--- config.mk ---
export PLATFORM = sky130hd
export DESIGN_NAME = snoop_bus_sequencer
export DESIGN_NICKNAME = d
export VERILOG_FILES = /design/src/rtl/snoop_bus_sequencer.sv
export SDC_FILE = /design/constraint.sdc
export NUM_CORES = 1
export LEC_CHECK = 0
export ABC_AREA = 0
export CAP_MARGIN = 20
export CORE_UTILIZATION = 52
export CTS_CLUSTER_DIAMETER = 40
export DETAILED_ROUTE_END_ITERATION = 8
export PLACE_DENSITY = 0.83
export SYNTH_ARGS = -nofsm -noshare
export SYNTH_HDL_FRONTEND = slang
export SYNTH_SLANG_ARGS = --single-unit
--- constraint.sdc ---
create_clock -name clock -period 5.13 [get_ports clock]
set_input_delay 0.7695 -clock clock [delete_from_list [all_inputs] [get_ports clock]]
set_output_delay 0.7695 -clock clock [all_outputs]
set_load 0.005 [all_outputs]
--- src/rtl/snoop_bus_sequencer.sv ---
// rtl/snoop_bus_sequencer.sv - snoopy bus sequencer: arbitration, timed snoop window, grant-hold limit
module snoop_bus_sequencer #(
    parameter int NUMBER_OF_DEVICES = 4,
    parameter int ARBITRATION_MODE  = 0,
    parameter int SNOOP_WINDOW      = 2,
    parameter int MAX_HOLD_CYCLES   = 0
) (
    input  logic                                 clock,
    input  logic                                 reset,
    input  logic [NUMBER_OF_DEVICES-1:0]         requests,
    input  logic                                 commandValid,
    input  logic [NUMBER_OF_DEVICES-1:0]         sharedOuts,
    output logic [NUMBER_OF_DEVICES-1:0]         grants,
    output logic [$clog2(NUMBER_OF_DEVICES)-1:0] grantedIndex,
    output logic                                 busy,
    output logic                                 sharedIn,
    output logic                                 snoopDone,
    output logic                                 timeout
);
    localparam int IW = $clog2(NUMBER_OF_DEVICES);
    localparam int HW = (MAX_HOLD_CYCLES > 0) ? $clog2(MAX_HOLD_CYCLES + 1) : 1;
    localparam int WW = (SNOOP_WINDOW > 1) ? $clog2(SNOOP_WINDOW) : 1;
    localparam bit HOLD_ENABLED = (MAX_HOLD_CYCLES > 0);
    localparam logic [HW-1:0] HOLD_LAST   = HW'(HOLD_ENABLED ? MAX_HOLD_CYCLES - 1 : 0);
    localparam logic [WW-1:0] WINDOW_LAST = WW'(SNOOP_WINDOW - 1);
    localparam logic [IW-1:0] LAST_DEVICE = IW'(NUMBER_OF_DEVICES - 1);

    typedef enum logic [1:0] {IDLE, GRANTED, SNOOP} stateType;

    stateType      state;
    logic [IW-1:0] rrPointer;
    logic [HW-1:0] holdCount;
    logic [WW-1:0] windowCount;
    logic          accumulator;
    logic [IW-1:0] winnerIdx;
    logic          holdExpired;
    logic          anyShared;

    // Search order starts at the pointer in round-robin mode, at index 0 in fixed-priority mode.
    function automatic logic [IW-1:0] pickWinner(input logic [NUMBER_OF_DEVICES-1:0] req,
                                                 input logic [IW-1:0] ptr);
        logic [IW-1:0] w;
        logic          found;
        int            idx;
        w     = '0;
        found = 1'b0;
        for (int i = 0; i < NUMBER_OF_DEVICES; i++) begin
            idx = (ARBITRATION_MODE == 1) ? i : (int'(ptr) + i) % NUMBER_OF_DEVICES;
            if (!found && req[idx]) begin
                found = 1'b1;
                w     = IW'(idx);
            end
        end
        return w;
    endfunction

    assign winnerIdx   = pickWinner(requests, rrPointer);
    assign holdExpired = HOLD_ENABLED && (holdCount == HOLD_LAST);
    assign anyShared   = |sharedOuts;

    always_ff @(posedge clock) begin
        if (reset) begin
            state        <= IDLE;
            grants       <= '0;
            grantedIndex <= '0;
            busy         <= 1'b0;
            sharedIn     <= 1'b0;
            snoopDone    <= 1'b0;
            timeout      <= 1'b0;
            rrPointer    <= '0;
            holdCount    <= '0;
            windowCount  <= '0;
            accumulator  <= 1'b0;
        end else begin
            snoopDone <= 1'b0;
            timeout   <= 1'b0;
            case (state)
                IDLE: begin
                    if (|requests) begin
                        state        <= GRANTED;
                        grants       <= {{(NUMBER_OF_DEVICES-1){1'b0}}, 1'b1} << winnerIdx;
                        grantedIndex <= winnerIdx;
                        busy         <= 1'b1;
                        holdCount    <= '0;
                        if (ARBITRATION_MODE == 0)
                            rrPointer <= (winnerIdx == LAST_DEVICE) ? '0 : winnerIdx + 1'b1;
                    end
                end
                GRANTED, SNOOP: begin
                    // The hold limit overrides both a window close and a release in the same cycle.
                    if (holdExpired) begin
                        state     <= IDLE;
                        grants    <= '0;
                        busy      <= 1'b0;
                        holdCount <= '0;
                        timeout   <= 1'b1;
                    end else begin
                        holdCount <= holdCount + 1'b1;
                        if (state == SNOOP) begin
                            if (windowCount == WINDOW_LAST) begin
                                sharedIn  <= accumulator | anyShared;
                                snoopDone <= 1'b1;
                                state     <= GRANTED;
                            end else begin
                                accumulator <= accumulator | anyShared;
                                windowCount <= windowCount + 1'b1;
                            end
                        end else if (!requests[grantedIndex]) begin
                            state     <= IDLE;
                            grants    <= '0;
                            busy      <= 1'b0;
                            holdCount <= '0;
                        end else if (commandValid) begin
                            state       <= SNOOP;
                            accumulator <= 1'b0;
                            windowCount <= '0;
                        end
                    end
                end
                default: state <= IDLE;
            endcase
        end
    end
endmodule
Word level (Yosys, flattened, before mapping)

Cells that the tools add are included.

Flip-flop bits (word level): 15
Latch bits: 0
Bits in writable memories: 0
Bits in read-only memories: 0
Bits of input ports: 11
Output and inout port bits: 10
Logic and storage cells: 100
Memories: 0

$add $sub $neg: 5
$mul: 0
Divide/modulo/power cells: 0
Order comparisons: 5
Equality and inequality tests: 9
Shift-type cells: 1
Multiplexer cells: 42
Bitwise operators: 6
Reduce and logical (&&, ||, !) cells: 23

Operators with widths:

| cell                                               | number |
|---|---|
| 2-to-1 mux 1 bit                                   | 21 |
| 2-to-1 mux 2 bit                                   | 10 |
| < comparator 3 x 4 -> 1 bit, second input constant | 3 |
| 2-to-1 mux 4 bit                                   | 3 |
| binary-select mux 1 bit (select 2 bit)             | 5 |
| AND reduction 3 bit                                | 3 |
| inequality test 2 bit, second input constant       | 4 |
| case mux 4 bit (2 select lines)                    | 1 |
| AND reduction 4 bit                                | 2 |
| OR reduction 2 bit                                 | 4 |
| OR reduction 4 bit                                 | 2 |
| < comparator 2 x 3 -> 1 bit, second input constant | 2 |
| nonzero test 2 bit                                 | 3 |
| adder 2 x 1 -> 2 bit, second input constant        | 2 |
| adder 2 bit, second input constant                 | 2 |
| == test 2 bit, second input constant               | 2 |
| inequality test 4 bit, second input constant       | 1 |
| case mux 2 bit (2 select lines)                    | 1 |
| left shift 1 x 2 -> 4 bit, first input constant    | 1 |
| bitwise AND 1 bit, first input constant            | 3 |
| logical AND 1 bit                                  | 3 |
| logical NOT 1 bit                                  | 3 |
| inequality test 3 bit, second input constant       | 1 |
| OR reduction 3 bit                                 | 1 |
| 7 further kinds                                    | 8 |

Longest topological paths before layout

Word-level depth: 17
Mapped depth: 8
Depth with buffers taken out: 7

Worst setup path after synthesis

No wires, ideal clock.

Path kind: input to register
From: input requests[2]
To: register grants[0]
Library setup time: 0.117 ns
Arrival time: 1.797 ns
Required time: 5.013 ns
Path slack: 3.216 ns
Stages on the path: 6
Buffers on the path: 0
Cell sequence: mux2i_1 > nor2_1 > nor3_1 > inv_1 > ha_1 > a22o_1

Longest elaborated chain between the ends: 15
Elaborated cells between the ends (all ways): 33
Classes of those cells: eq/ne (2); shift (1); mux (22); reduce/logical (8)

RTL lines:

| element                                | RTL line | text |
|---|---|---|
| start, declared                        | 10       | `input logic [NUMBER_OF_DEVICES-1:0] requests,` |
| binary-select mux 1 bit (select 2 bit) | 49       | `if (!found && req[idx]) begin` |
| 2-to-1 mux 1 bit (implied by the code) | 49       |  |
| 2-to-1 mux 1 bit                       | 49       |  |
| logical NOT 1 bit                      | 49       |  |
| logical AND 1 bit                      | 49       |  |
| 2-to-1 mux 1 bit                       | 49       |  |
| logical NOT 1 bit                      | 49       |  |
| logical AND 1 bit                      | 49       |  |
| 2-to-1 mux 1 bit                       | 49       |  |
| logical NOT 1 bit                      | 49       |  |
| logical AND 1 bit                      | 49       |  |
| 2-to-1 mux 2 bit *                     | 49       |  |
| net winnerIdx[0]                       | 35       | `logic [IW-1:0] winnerIdx;` |
| left shift 1 x 2 -> 4 bit *            | 81       | `grants <= {{(NUMBER_OF_DEVICES-1){1'b0}}, 1'b1} << winnerIdx;` |
| 2-to-1 mux 4 bit *                     | 79       | `if (\|requests) begin` |
| case mux 4 bit (2 select lines) *      | 77       | `case (state)` |
| end signal, assigned                   | 81       |  |
| end, declared                          | 13       | `output logic [NUMBER_OF_DEVICES-1:0] grants,` |

Mark *: on every way through the listed nets, which the timed path passes. The rest lies on a longest branch. The select of a mux whose other input is x is not followed.
A chain may end at the register's enable or synchronous reset.

Worst setup path after layout

From: input requests[0]
To: register grants[2]

The elaborated chain is that of the path after synthesis.

==> results.sh <==
export IMPL_status="complete, but fails checks"
export IMPL_violations="DRC"
export IMPL_synth_edf_count=0
export IMPL_hpwl_um=1280
export IMPL_hold_class="flip-flop to flip-flop"
export IMPL_cp_cell_sequence="clkdlybuf4s50_1 -> mux2i_1 -> nor2_1 -> nor3_1 -> inv_1 -> ha_1 -> a22o_1"
export IMPL_drive_gt1_frac=0.0932
export IMPL_io_pin_count=21
export IMPL_worstPathMaxFanout=6
export IMPL_cts_resized=0
export IMPL_grt_max_degree=16
export IMPL_yosys_warnings=0
export IMPL_p_leak_uw=0.000456
export IMPL_max_stage_delay_ns=0.52
export IMPL_grt_use_total=0.209
export IMPL_port_buffers=19
export IMPL_core_um2=1560
export IMPL_grt_pass1_vias=671
export IMPL_worst_path_stages=7
export IMPL_setup_tns_ns=0
export IMPL_skew_ns=0.00281
export IMPL_synth_seq_area_share=0.335
export IMPL_drt_pass1_iter_count=6
export IMPL_root_buffer="clkbuf_4"
export IMPL_period_minus_slack_ns=2.35
export IMPL_die_y_um=43.5
export IMPL_critical_path_arrival_ns=2.52
export IMPL_finalSetupViolCount=0
export IMPL_avgSynthCellArea_um2=9.06
export IMPL_holdWs_ns=0.459
export IMPL_relSlewSlack=0.596
export IMPL_synth_fa_ha_area_frac=0.0976
export IMPL_worstMarginPinSlew_ns=0.604
export IMPL_vias_per_cell=5.63
export IMPL_cts_clk_slew_worst_paths_ns=0.08
export IMPL_clk_latency_ns=0.28
export IMPL_diodes=0
export IMPL_final_cells=134
export IMPL_area_delta_synth_final_pct=24.0
export IMPL_grt_pass1_wl_um=2920
export IMPL_nNetsFinal=137
export IMPL_antenna_left=0
export IMPL_synth_top_family_by_area="compound AO/OA/AOI/OAI gates"
export IMPL_ys_types=40
export IMPL_gp_congestion=0.797
export IMPL_grt_overflow=0
export IMPL_final_max_slew_viol_count=0
export IMPL_fp_dieW_um=43.5
export IMPL_synth_flop_cell="dfxtp_1"
export IMPL_reg2regPathDepth=6
export IMPL_synth_cells=99
export IMPL_yosysTopAreaCell="dfxtp_1"
export IMPL_htreeDepth=1
export IMPL_muxShareOfSynthArea=0.0516
export IMPL_worstSetupStartpointType="input pin"
export IMPL_synth_simple_area_share=0.208
export IMPL_antenna_found_initial=0
export IMPL_cts_buffer_depth=2
export IMPL_synth_async_reset_ratio=0
export IMPL_synth_commonest_cells="dfxtp_1 (15), nor2_1 (9), a21oi_1 (8), nand2_1 (8), ha_1 (7)"
export IMPL_critPathTopFamily="buffers and inverters"
export IMPL_die_area_um2=1900
export IMPL_vias=754
export IMPL_ir_drop_mv=0.242
export IMPL_first_iter_violations=14
export IMPL_clock_fmax_mhz=426
export IMPL_syn_num_nets=117
export IMPL_yosysMostFrequentCell="dfxtp_1"
export IMPL_rsz0062_at_grt="no"
export IMPL_max_cap_violations=0
export IMPL_powerDensity_nw_per_um2=372
export IMPL_synth_seq_cells=15
export IMPL_postCtsSetupBuffers=0
export IMPL_drc=4
export IMPL_wl_per_cell_um=12.6
export IMPL_initial_core_util=0.575
export IMPL_power_uw=413
export IMPL_r2r_slack_ns=3.28
export IMPL_required_ns=5.31
export IMPL_totalWireLength_um=1690
export IMPL_std_cell_rows=14
export IMPL_cts_buffers=3
export IMPL_synth_xor_area_frac=0
export IMPL_slowest_stage="clkdlybuf4s50_1"
export IMPL_synthTopCellsByArea="dfxtp_1 (33%), ha_1 (9.8%), a21oi_1 (4.5%), a22o_1 (3.9%), nor2_1 (3.8%)"
export IMPL_hold_depth=1
export IMPL_finalCritPeriodShare=0.458
export IMPL_cts_tree="done"
export IMPL_place_inst=130
export IMPL_clock_sinks=15
export IMPL_end_kind="flip-flop"
export IMPL_synth_compound_area_share=0.255
export IMPL_path_buf_inv=2
export IMPL_mappedNetlistArea_um2=897
export IMPL_finalHoldViolations=0
export IMPL_synth_top_area_frac=0.335
export IMPL_critPathKind="input pin to flip-flop"
export IMPL_cts_hold_buf=0
-- kinds of logic after synthesis --
group / after synthesis
buffers and inverters: 10
other: 1
and+or+nand+nor: 33
muxes: 4
DFF: 15
AOI/OAI and AO/OA: 29
adders and majority gates: 7
-- area by class of cell --
type | instances | area (um^2)
clock buffer | 4 | 26.3
timing repair buffer | 19 | 190
multi-input combinational | 74 | 553
inverter | 6 | 22.5
fill | 121 | 447
tap | 16 | 20.0
sequential | 15 | 300
-- placed cells by master, fill, tap and decap left out, types with 2 or more instances in the layout --
| cell type | instances |
|---|---|
| a21o_1 | 2 |
| nor2_1 | 9 |
| inv_1 | 6 |
| nand2_1 | 8 |
| mux2i_1 | 2 |
| o21ai_0 | 2 |
| o31ai_1 | 2 |
| a21oi_1 | 8 |
| ha_1 | 7 |
| clkbuf_4 | 3 |
| nor2b_1 | 4 |
| nor3_1 | 2 |
| nand2b_1 | 2 |
| a22o_1 | 4 |
| clkdlybuf4s50_1 | 19 |
| dfxtp_1 | 15 |
-- flip-flops by register name (all words and copies together) (netlist names) --
name,count
busy,1
rrPointer,2
windowCount,1
state,2
accumulator,1
snoopDone,1
sharedIn,1
grants,4
grantedIndex,2
-- worst paths after layout --
kind                 from        end
max           requests[0]  grants[2]
min                  busy       busy
max reg2reg  rrPointer[1]  grants[2]
min reg2reg          busy       busy
-- metrics by stage --
stage / setup slack, ns / area [um^2] / util
after CTS: 2.78 / 1110 / 0.713
after global routing: 2.62 / 1110 / 0.713
after floorplan: 3.22 / 897 / -
after detailed placement: 2.47 / 1090 / 0.697
after global placement: 2.57 / 1090 / 0.697
final: 2.78 / 1110 / 0.713
-- worst reg2reg max path, cell delays in order (launching register included) --
cell and delay [ns]:
dfxtp_1 0.47, mux2i_1 0.22, nor2_1 0.05, nor3_1 0.45, inv_1 0.13, ha_1 0.23
a22o_1 0.19
-- power breakdown --
part	internal (uW)	switching, uW	total [uW]	leakage [uW]
clock network	30.2	34.0	64.2	0.0000150
logic	94.9	91.8	187	0.000318
registers	141	21.3	162	0.000123
-- metal layers --
metal	GRT usage	wire length, um	vias up
met3	0.0792	94	2
met4	0.0750	19	0
li1	-	-	393
met1	0.262	794	338
met5	0	0	-
met2	0.327	782	21
Note: power is estimated with default switching activity, not from simulation.
